$ cat src/rtl/spi_pkg.sv
// Shared constants for the oversampled SPI responder.
// State encoding, default word width and the underrun fill value.
package spi_pkg;

  localparam int SPI_DATA_W = 8;

  typedef logic [1:0] spi_state_t;
  localparam logic [1:0] ST_IDLE  = 2'd0;
  localparam logic [1:0] ST_LOAD  = 2'd1;
  localparam logic [1:0] ST_SHIFT = 2'd2;

  // Bit replicated across the tx shift register when no word is waiting.
  localparam logic UNDERRUN_BIT = 1'b0;

endpackage

$ cat src/rtl/spi_sync_edge.sv
// Multi-flop synchronizer with rise/fall detection on the synchronized level.
module spi_sync_edge #(
  parameter int STAGES = 2
) (
  input  logic clk,
  input  logic rst,
  input  logic d,
  output logic q,
  output logic rise,
  output logic fall
);

  logic [STAGES-1:0] sync;
  logic              prev;

  always_ff @(posedge clk or negedge rst) begin
    if (!rst) begin
      sync <= '0;
      prev <= 1'b0;
    end else begin
      sync <= {sync[STAGES-2:0], d};
      prev <= sync[STAGES-1];
    end
  end

  assign q    = sync[STAGES-1];
  assign rise = q & ~prev;
  assign fall = ~q & prev;

endmodule

$ cat src/rtl/spi_slave_sync.sv
// Mode-0 SPI responder clocked entirely by clk; sck/ss/mosi are oversampled.
// Optional SPI_SLAVE_OVERRUN_EN adds rx_ack / sticky rx_ovr.
module spi_slave_sync
  import spi_pkg::*;
#(
  parameter int DATA_W      = SPI_DATA_W,
  parameter int SYNC_STAGES = 2
) (
  input  logic              clk,
  input  logic              rst,
  input  logic              ss,
  input  logic              sck,
  input  logic              mosi,
  output logic              miso,
  output logic              miso_oe,
  input  logic [DATA_W-1:0] tx_data,
  input  logic              tx_valid,
  output logic              tx_ready,
  output logic [DATA_W-1:0] rx_data,
  output logic              rx_valid,
  output logic              busy
`ifdef SPI_SLAVE_OVERRUN_EN
  ,
  input  logic              rx_ack,
  output logic              rx_ovr
`endif
);

  localparam int CW = $clog2(DATA_W + 1);
  localparam logic [CW-1:0] LAST = CW'(DATA_W - 1);

  logic ss_s, ss_rise, ss_fall;
  logic sck_s, sck_rise, sck_fall;
  logic [SYNC_STAGES-1:0] mosi_sync;
  logic mosi_s;

  spi_sync_edge #(.STAGES(SYNC_STAGES)) u_ss (
    .clk(clk), .rst(rst), .d(ss), .q(ss_s), .rise(ss_rise), .fall(ss_fall)
  );

  spi_sync_edge #(.STAGES(SYNC_STAGES)) u_sck (
    .clk(clk), .rst(rst), .d(sck), .q(sck_s), .rise(sck_rise), .fall(sck_fall)
  );

  always_ff @(posedge clk or negedge rst) begin
    if (!rst) mosi_sync <= '0;
    else      mosi_sync <= {mosi_sync[SYNC_STAGES-2:0], mosi};
  end
  assign mosi_s = mosi_sync[SYNC_STAGES-1];

  spi_state_t        state;
  logic [DATA_W-1:0] hold, tx_sh, rx_sh, fill_word;
  logic              hold_full;
  logic [CW-1:0]     cnt;
  logic              reload, word_done;

  assign miso_oe   = ss_s;
  assign tx_ready  = ~hold_full;
  assign fill_word = hold_full ? hold : {DATA_W{UNDERRUN_BIT}};

  // A word boundary fall reloads like LOAD, unless ss is leaving (holding word kept).
  assign reload    = (state == ST_LOAD && !ss_fall) ||
                     (state == ST_SHIFT && sck_fall && cnt == '0 && !ss_fall);
  assign word_done = (state == ST_SHIFT) && sck_rise && (cnt == LAST);

  always_ff @(posedge clk or negedge rst) begin
    if (!rst) begin
      hold      <= '0;
      hold_full <= 1'b0;
    end else if (tx_valid && tx_ready) begin
      hold      <= tx_data;
      hold_full <= 1'b1;
    end else if (reload && hold_full) begin
      hold_full <= 1'b0;
    end
  end

  always_ff @(posedge clk or negedge rst) begin
    if (!rst) begin
      state    <= ST_IDLE;
      tx_sh    <= '0;
      rx_sh    <= '0;
      rx_data  <= '0;
      rx_valid <= 1'b0;
      cnt      <= '0;
      miso     <= 1'b0;
      busy     <= 1'b0;
    end else begin
      rx_valid <= 1'b0;
      if (reload) begin
        tx_sh <= fill_word;
        miso  <= fill_word[DATA_W-1];
      end
      case (state)
        ST_IDLE: if (ss_rise) state <= ST_LOAD;
        ST_LOAD: begin
          cnt   <= '0;
          busy  <= 1'b1;
          state <= ST_SHIFT;
        end
        ST_SHIFT: begin
          if (sck_rise) begin
            rx_sh <= {rx_sh[DATA_W-2:0], mosi_s};
            if (word_done) begin
              rx_data  <= {rx_sh[DATA_W-2:0], mosi_s};
              rx_valid <= 1'b1;
              cnt      <= '0;
            end else begin
              cnt <= cnt + CW'(1);
            end
          end else if (sck_fall && cnt != '0) begin
            tx_sh <= tx_sh << 1;
            miso  <= tx_sh[DATA_W-2];
          end
        end
        default: state <= ST_IDLE;
      endcase
      // Leaving the frame wins over everything except a word completing this cycle.
      if (ss_fall && state != ST_IDLE) begin
        state <= ST_IDLE;
        cnt   <= '0;
        miso  <= 1'b0;
        busy  <= 1'b0;
      end
    end
  end

`ifdef SPI_SLAVE_OVERRUN_EN
  logic rx_pending;

  always_ff @(posedge clk or negedge rst) begin
    if (!rst) begin
      rx_pending <= 1'b0;
      rx_ovr     <= 1'b0;
    end else begin
      if (word_done)   rx_pending <= 1'b1;
      else if (rx_ack) rx_pending <= 1'b0;
      if (rx_ack)                       rx_ovr <= 1'b0;
      else if (word_done && rx_pending) rx_ovr <= 1'b1;
    end
  end
`endif

endmodule

$ cat config.mk
export PLATFORM = sky130hd
export DESIGN_NAME = spi_slave_sync
export DESIGN_NICKNAME = d
export VERILOG_FILES = /design/src/rtl/spi_pkg.sv /design/src/rtl/spi_sync_edge.sv /design/src/rtl/spi_slave_sync.sv
export SDC_FILE = /design/constraint.sdc
export NUM_CORES = 1
export LEC_CHECK = 0
export CAP_MARGIN = 15
export CORE_MARGIN = 2
export CORE_UTILIZATION = 41
export CTS_CLUSTER_DIAMETER = 150
export DETAILED_ROUTE_END_ITERATION = 10
export GPL_TIMING_DRIVEN = 0
export SKIP_CTS_REPAIR_TIMING = 1
export SLEW_MARGIN = 15
export SYNTH_ARGS = -nofsm -noshare
export SYNTH_HDL_FRONTEND = slang
export SYNTH_SLANG_ARGS = --single-unit
$ cat constraint.sdc
create_clock -name clk -period 1.8 [get_ports clk]
set_input_delay 0.36 -clock clk [delete_from_list [all_inputs] [get_ports clk]]
set_output_delay 0.36 -clock clk [all_outputs]
set_load 0.02 [all_outputs]
==> results of run 1 <==
cell families (layout without fill, tap and decap cells):
group | count (synthesis) | after routing
buf+inv | 11 | 48
mux | 24 | 24
compound gates | 36 | 36
flops | 48 | 48
fa+ha+maj | 6 | 6
simple gates | 41 | 41
power breakdown:
group	total, mW	internal, mW	leakage (nW)	switching [mW]
sequential	1.59	1.38	0.609	0.217
clock	0.665	0.313	0.0445	0.352
combinational	1.11	0.567	0.504	0.539
stage by stage:
| step | cell area, µm² | TNS (ns) |
|---|---|---|
| after floorplan | 2110 | 0 |
| after global placement | 2460 | -45.17 |
| after detailed placement | 2480 | -0.767 |
| after CTS | 2570 | -1.07 |
| after global routing | 2600 | 0 |
| final | 2600 | 0 |
sequential cells by signal (all words and copies together), names as in the netlist, 2 cells and up:
| name | flops |
|---|---|
| u_sck.sync | 2 |
| cnt | 4 |
| tx_sh | 7 |
| u_ss.sync | 2 |
| rx_sh | 7 |
| state | 2 |
| mosi_sync | 2 |
| hold | 8 |
| rx_data | 8 |
layer usage:
metal / track usage, % / up-vias / wire [µm]
met5: 0 / - / 0
met4: 4.68 / 0 / 34
li1: - / 665 / -
met2: 23.7 / 25 / 2000
met3: 4.50 / 4 / 151
met1: 20.1 / 718 / 1720
worst reg2reg max path, stage by stage, from the launching register on:
cell      delay [ns]
dfrtp_1         0.38
inv_1           0.09
ha_1            0.19
buf_6           0.15
nand3b_4        0.10
nor3_4          0.20
buf_6           0.17
mux2_2          0.34
area by class of cell:
type                    count  area share, %
flip-flops and latches     48           46.2
multi-input cells         107           32.6
repair buffers             30           12.1
well taps                  70           3.37
clock buffers               7           3.32
plain buffers               4           1.25
inverters                   6          0.865
clock inverters             1          0.288
placed cells by master (no fill, tap or decap), drive strengths merged:
cell	netlist	routed
a211oi	1	1
a21bo	1	1
a21boi	2	2
a21oi	20	20
a221oi	2	2
a31oi	1	1
and2	1	1
and3b	1	1
buf	4	9
clkbuf	1	7
clkdlybuf4s50	0	23
clkinvlp	0	1
dfrtp	48	48
dlymetal6s2s	0	2
ha	6	6
inv	6	6
mux2	23	23
mux2i	1	1
nand2	5	5
nand2b	6	6
nand3	2	2
nand3b	2	2
nand4b	8	8
nand4bb	1	1
nor2	9	9
nor2b	4	4
nor3	2	2
o21ai	5	5
o21bai	1	1
o22ai	2	2
o32ai	1	1
how the worst min path moves through the flow:
| stage | from | to | slack [ns] | depth (start not counted) |
|---|---|---|---|---|
| final | rst | cnt[2]$_DFFE_PN0P_ | 0.06 | 1 |
| after global routing | rst | rx_data[0]$_DFFE_PN0P_ | 0.08 | 1 |
| after CTS | rst | cnt[1]$_DFFE_PN0P_ | 0.06 | 1 |
| after detailed placement | u_ss.sync[0]$_DFF_PN0_ | u_ss.sync[1]$_DFF_PN0_ | 0.34 | 0 |
| after global placement | u_ss.sync[0]$_DFF_PN0_ | u_ss.sync[1]$_DFF_PN0_ | 0.33 | 0 |
| after floorplan | rst | busy$_DFFE_PN0P_ | 0.06 | 0 |
==> qor.yml, run 1 <==
r2r_cells: 7
max_cap_violations: 0
clk_pin_slew_ns: 0.08
dp.final_hpwl_mm: 2.79
io_buffers: 26
setup_violations: 0
worstMarginPinSlew_ns: 0.580
r2r_slack_ns: 0.08
layout.nets: 222
numCtsBuffers: 5
io_pins: 27
die_y_um: 75.7
async_reset_ff_share_pct: 100
rows: 26
path_class: "reg2reg"
yosysWarnings: 0
post-synth-top-area-cell: "dfrtp_1"
overflow: 0
timing.slew.headroom_pct: 61.4
gp_congestion: 0.741
pre_cts_slack_ns: -0.103
period_share_pct: 95.7
dr.first_iter.drc_count: 43
finalHoldWorstSlack_ns: 0.0583
avgSynthCellArea_um2: 12.7
synth_xor_area_share_pct: 0
synth.most_common_cell: "dfrtp_1"
synth_simple_gate_area_share_pct: 12.9
cts.path.max_buffers: 2
grt.total_usage_pct: 15.0
htreeDepth: 2
worstPathCellList: "inv_1 > ha_1 > buf_6 > nand3b_4 > nor3_4 > buf_6 > mux2_2"
synth_seq_cells: 48
muxShareOfSynthArea_pct: 12.8
numClockSinks: 48
core_area_um2: 5040
cp-startpoint: "state[0]$_DFFE_PN0P_"
vdd_drop_max_mv: 0.800
drt_pass1_iterations: 4
grt_pass1_vias: 1369
syn_area_um2: 2110
p_total_mw: 3.36
grt_pass1_wl_mm: 6.40
multi_input_area_um2: 848
utilization_pct: 51.6
grt_setup_unrepaired: "no"
cp_slowest_stage_delay_ns: 0.38
fmax_mhz: 580
start_kind: "register"
path_depth: 7
r2r-end: "rx_data[3]$_DFFE_PN0P_"
hold_violations: 0
syn_nets: 186
r2r-start: "state[0]$_DFFE_PN0P_"
holdCritPathClass: "in2async"
crit_fanout: 10
crit_path_frequent_cell: "buf_6"
clock_latency_ns: 0.30
grt_max_degree: 26
dieArea_um2: 5730
cp-endpoint: "rx_data[3]$_DFFE_PN0P_"
synth.yosys.seq_area_share_pct: 57.0
tritoncts: "built"
worst_slack_ns: 0.0771
netlist_top_cells_area: "dfrtp_1, mux2_2, a21oi_1"
root_buffer: "clkbuf_8"
die_w_um: 75.7
critPathTopFamily: "buffers and inverters"
worstPathRequired_ns: 1.98
n_antenna_cell: 0
ys.flop_type: "dfrtp_1"
slew_violations: 0
drive_above_1_share_pct: 23.6
wl_mm: 3.91
skew_ns: 0.00643
layout_min_cycle_time_ns: 1.72
initial_utilization_pct: 41.8
dr_total_vias: 1412
synthAdderAreaFrac_pct: 3.56
synth_compound_area_share_pct: 11.0
status: "complete, no violations"
synth_top_cell_area_share_pct: 57.0
synth_edf_count: 0
leakage_nw: 1.16
netlist_instances: 166
stdcell_count: 273
crit_arrival_ns: 1.91
avgViaCountPerCell: 5.17
powerDensity_nw_per_um2: 1290
route.detailed.drc: 0
slowest_stage: "dfrtp_1"
postRouteAntennaNets: 0
synth_common_cells: "dfrtp_1, mux2_2, a21oi_1"
regArea_um2: 1200
fillers: 456
ys_types: 33
dp_cells: 263
syn_to_final_growth_pct: 23.4
path_buf_inv: 3
critPathCaptureType: "register"
wl_per_cell_um: 14.3
antenna_found_initial: 0
synth_top_family_by_area: "simple AND/OR/NAND/NOR gates"
Note: power is estimated with default switching activity, not from simulation.
==> run 2, diff against run 1 <==
CTS_BUF_LIST = sky130_fd_sc_hd__clkbuf_8   (was not set)
SETUP_SLACK_MARGIN = 0.5   (was not set)
==> run 2 against run 1 <==
  * Clock power increased by 1%
  * Non-clock buffer count increased by 13
  * Largest cell class unchanged
  * Total power increased by 15%
  * Sequential share of layout area decreased by 4.1 points
  * Largest power group unchanged
  * Register-to-register slack got worse by 0.03 ns
==> qor.yml, run 2 (same netlist as run 1, synthesis figures left out) <==
n_antenna_cell: 0
io_pins: 27
grt.total_usage_pct: 15.7
multi_input_area_um2: 1020
timing.slew.headroom_pct: 71.0
r2r_slack_ns: 0.05
r2r-start: "state[0]$_DFFE_PN0P_"
initial_utilization_pct: 41.8
slew_violations: 0
regArea_um2: 1200
wl_per_cell_um: 15.9
worstPathRequired_ns: 1.99
path_class: "reg2reg"
die_w_um: 75.7
route.detailed.drc: 0
vdd_drop_max_mv: 0.559
critPathCaptureType: "register"
r2r_cells: 7
period_share_pct: 97.2
finalInstanceArea_um2: 2860
postRouteAntennaNets: 0
worstPathCellList: "inv_2 > ha_4 > buf_8 > nand3b_4 > nor3_4 > buf_6 > mux2_4"
placed_area_um2: 2530
final_common_cell: "dfrtp_1"
cp_slowest_stage_delay_ns: 0.45
dr_total_vias: 1485
final_cell_mix: "dfrtp_1, a21oi_1, mux2_2"
leakage_nw: 1.35
io_buffers: 26
htreeDepth: 2
antenna_found_initial: 0
path_buf_inv: 3
cp-endpoint: "rx_data[4]$_DFFE_PN0P_"
layout.nets: 236
top_regs: "hold: 8 flops, rx_data: 8 flops"
grt_setup_unrepaired: "yes"
syn_to_final_growth_pct: 35.6
layout_min_cycle_time_ns: 1.75
grt_max_degree: 36
max_cap_violations: 0
r2r-end: "rx_data[4]$_DFFE_PN0P_"
status: "complete, no violations"
grt_pass1_wl_mm: 6.60
powerDensity_nw_per_um2: 1360
crit_arrival_ns: 1.94
overflow: 0
grt_pass1_vias: 1382
critPathTopFamily: "flip-flops"
die_y_um: 75.7
wl_mm: 4.55
tritoncts: "built"
crit_fanout: 5
clock_latency_ns: 0.30
cts.path.max_buffers: 2
slowest_stage: "dfrtp_2"
fmax_mhz: 572
hold_violations: 0
start_kind: "register"
numCtsBuffers: 5
rows: 26
cp-startpoint: "state[0]$_DFFE_PN0P_"
worstMarginPinSlew_ns: 0.434
drt_pass1_iterations: 4
core_area_um2: 5040
avgViaCountPerCell: 5.17
dr.first_iter.drc_count: 90
clk_pin_slew_ns: 0.09
holdCritPathClass: "reg2reg"
dieArea_um2: 5730
drive_above_1_share_pct: 41.0
path_depth: 7
root_buffer: "clkbuf_8"
skew_ns: 0.00465
dp.final_hpwl_mm: 2.85
numClockSinks: 48
gp_congestion: 0.752
p_total_mw: 3.88
fillers: 415
setup_violations: 0
run 2: cell count changes in the layout (fill, tap and decap cells not counted), sizes merged:
cell           previous run  this run
buf                       9        21
inv                       6         7
a31oi                     1         2
clkinv                    0         1
clkinvlp                  1         0
dlymetal6s2s              2         6
dlygate4sd3               0         1
clkdlybuf4s50            23        12
clkbuf                    7        13
run 2: worst reg2reg max path, cell delays in order, from the launching register on:
cell and delay, ns:
dfrtp_2 0.45, inv_2 0.10, ha_4 0.15, buf_8 0.10
nand3b_4 0.09, nor3_4 0.26, buf_6 0.18, mux2_4 0.30
run 2: stage by stage:
step / worst slack [ns] / cells / setup TNS (ns) / utilization, % / hold WS [ns]
2_1_floorplan: 0.193 / 166 / 0 / - / 0.0644
3_3_place_gp: -0.912 / 262 / -43.67 / 49.8 / 0.335
3_5_place_dp: 0.0110 / 263 / 0 / 50.1 / 0.289
4_1_cts: -0.188 / 271 / -0.199 / 52.0 / -0.0419
5_1_grt: 0.00776 / 287 / 0 / 56.7 / 0.367
6_report: 0.0508 / 287 / 0 / 56.7 / 0.352
run 2: area by class of cell:
class | instances | share of cell area (%)
clock inverters | 2 | 0.481
multi-input cells | 108 | 35.6
clock buffers | 6 | 2.89
repair buffers | 42 | 13.4
plain buffers | 5 | 1.62
well taps | 70 | 3.06
flip-flops and latches | 48 | 42.1
inverters | 6 | 0.788
run 2: worst min path at each step:
stage | from | endpoint | cells past startpoint
after floorplan | rst | busy$_DFFE_PN0P_ | 0
after global placement | mosi_sync[0]$_DFF_PN0_ | mosi_sync[1]$_DFF_PN0_ | 0
after detailed placement | rst | cnt[0]$_DFFE_PN0P_ | 1
after CTS | rst | cnt[0]$_DFFE_PN0P_ | 1
after global routing | u_ss.sync[0]$_DFF_PN0_ | u_ss.sync[1]$_DFF_PN0_ | 0
final | u_sck.sync[0]$_DFF_PN0_ | u_sck.sync[1]$_DFF_PN0_ | 0
run 2: power breakdown:
group | leakage [nW] | total (mW) | internal (mW) | switching, mW
registers | 0.607 | 1.60 | 1.38 | 0.224
logic | 0.687 | 1.60 | 0.834 | 0.768
clock network | 0.0516 | 0.673 | 0.314 | 0.359
run 2: per-layer routing:
layer	global-route usage (%)	part of all wire, %
met1	21.9	44
met2	23.3	50
met3	4.50	3.6
met4	6.24	1.9
met5	0	0
==> run 3, diff against run 2 <==
GPL_TIMING_DRIVEN = not set   (was 0)
==> run 3 against run 2 <==
  * Flip-flop and latch count is the same
  * Register-to-register slack improved by 0.12 ns
  * Core utilization shrank 2.4 points
  * Hold slack worse by 0.20 ns
  * Count of clock-buffer cells in the layout is the same
  * Maximum frequency grew 7.6%
  * Via count is 4.6% lower
  * Largest cell class unchanged
==> qor.yml, run 3 (same netlist as run 1, synthesis figures left out) <==
status: "complete, no violations"
grt_setup_unrepaired: "yes"
htreeDepth: 2
wl_per_cell_um: 15.2
io_pins: 27
dieArea_um2: 5730
powerDensity_nw_per_um2: 1330
route.detailed.drc: 0
clock_latency_ns: 0.30
grtUsageMet2_pct: 23.0
path_class: "reg2reg"
antenna_found_initial: 0
n_antenna_cell: 0
cp-startpoint: "state[0]$_DFFE_PN0P_"
timing.slew.headroom_pct: 60.5
drt_pass1_iterations: 4
worstPathRequired_ns: 1.99
placed_area_um2: 2550
max_cap_violations: 0
initial_utilization_pct: 41.8
final_common_cell: "dfrtp_1"
root_buffer: "clkbuf_8"
overflow: 0
layout.nets: 229
grt_util_met3_pct: 3.70
numClockSinks: 48
period_share_pct: 90.3
p_total_mw: 3.63
vdd_drop_max_mv: 0.642
tns_ns: 0
io_buffers: 26
postRouteAntennaNets: 0
gp_congestion: 0.870
grt_pass1_wl_mm: 6.59
cts.path.max_buffers: 2
crit_arrival_ns: 1.81
dr.first_iter.drc_count: 65
numCtsBuffers: 5
r2r-start: "state[0]$_DFFE_PN0P_"
dp.final_hpwl_mm: 2.87
met1_usage_pct: 22.3
tritoncts: "built"
slew_violations: 0
grt.total_usage_pct: 15.4
wl_mm: 4.25
fillers: 444
grt_pass1_vias: 1385
fmax_mhz: 615
finalInstanceArea_um2: 2740
top_regs: "hold: 8 flops, rx_data: 8 flops"
critPathCaptureType: "register"
clk_pin_slew_ns: 0.09
holdCritPathClass: "in2async"
leakage_nw: 1.30
grt_max_degree: 49
avgViaCountPerCell: 5.06
hold_violations: 0
start_kind: "register"
die_y_um: 75.7
dr_total_vias: 1416
drive_above_1_share_pct: 36.2
die_w_um: 75.7
top_usage_layer: "met2"
syn_to_final_growth_pct: 29.9
rows: 26
crit_fanout: 9
layout_min_cycle_time_ns: 1.63
skew_ns: 0.00750
core_area_um2: 5040
final_cell_mix: "dfrtp_1, a21oi_1, mux2_2"
setup_violations: 0
worstMarginPinSlew_ns: 0.592
==> run 3: critical path: stages, from the launching register on <==
cell	delay, ns
dfrtp_2	0.45
inv_4	0.09
ha_4	0.15
nand3b_4	0.09
nor3_4	0.25
buf_12	0.18
mux2_4	0.30
==> run 3: cell type report <==
type	instances	area, µm²	share of cell area (%)
clock buffer	6	82.6	3.02
clock inverter	2	13.8	0.503
inverter	6	25.0	0.914
multi-input combinational	108	965	35.2
sequential	48	1200	44.0
tap	70	87.6	3.20
timing repair buffer	40	359	13.1
==> run 3: final timing paths <==
| path | endpoint | slack (ns) | cells after the start |
|---|---|---|---|
| worst min-delay path | u_ss.sync[0]$_DFF_PN0_ | 0.15 | 2 |
| worst max register to register | rx_data[3]$_DFFE_PN0P_ | 0.17 | 6 |
| worst max-delay path | rx_data[3]$_DFFE_PN0P_ | 0.17 | 6 |
| min in group clk | u_ss.sync[1]$_DFF_PN0_ | 0.35 | 0 |
| worst min register to register | u_ss.sync[1]$_DFF_PN0_ | 0.35 | 0 |
| max in group asynchronous | state[0]$_DFFE_PN0P_ | 1.22 | 2 |
==> run 3: metrics by stage <==
stage          instances  util (%)  hold WS (ns)  setup slack [ns]
2_1_floorplan        166         -        0.0644             0.193
3_3_place_gp         266      50.6         0.335             0.204
3_5_place_dp         266      50.6         0.335             0.136
4_1_cts              274      52.5         0.165           0.00828
5_1_grt              280      54.3         0.200             0.119
6_report             280      54.3         0.147             0.174
==> run 3: per-layer routing <==
layer / part of all wire, % / vias to the layer above
met4: 0.89 / 0
li1: - / 680
met1: 49 / 715
met2: 48 / 17
met5: 0 / -
met3: 2.3 / 4
==> run 3: report_power, final <==
| part | switching [mW] | internal [mW] | leakage (nW) | total, mW |
|---|---|---|---|---|
| clock network | 0.358 | 0.314 | 0.0516 | 0.673 |
| registers | 0.228 | 1.38 | 0.607 | 1.61 |
| logic | 0.661 | 0.695 | 0.636 | 1.36 |
| total | 1.25 | 2.39 | 1.30 | 3.63 |
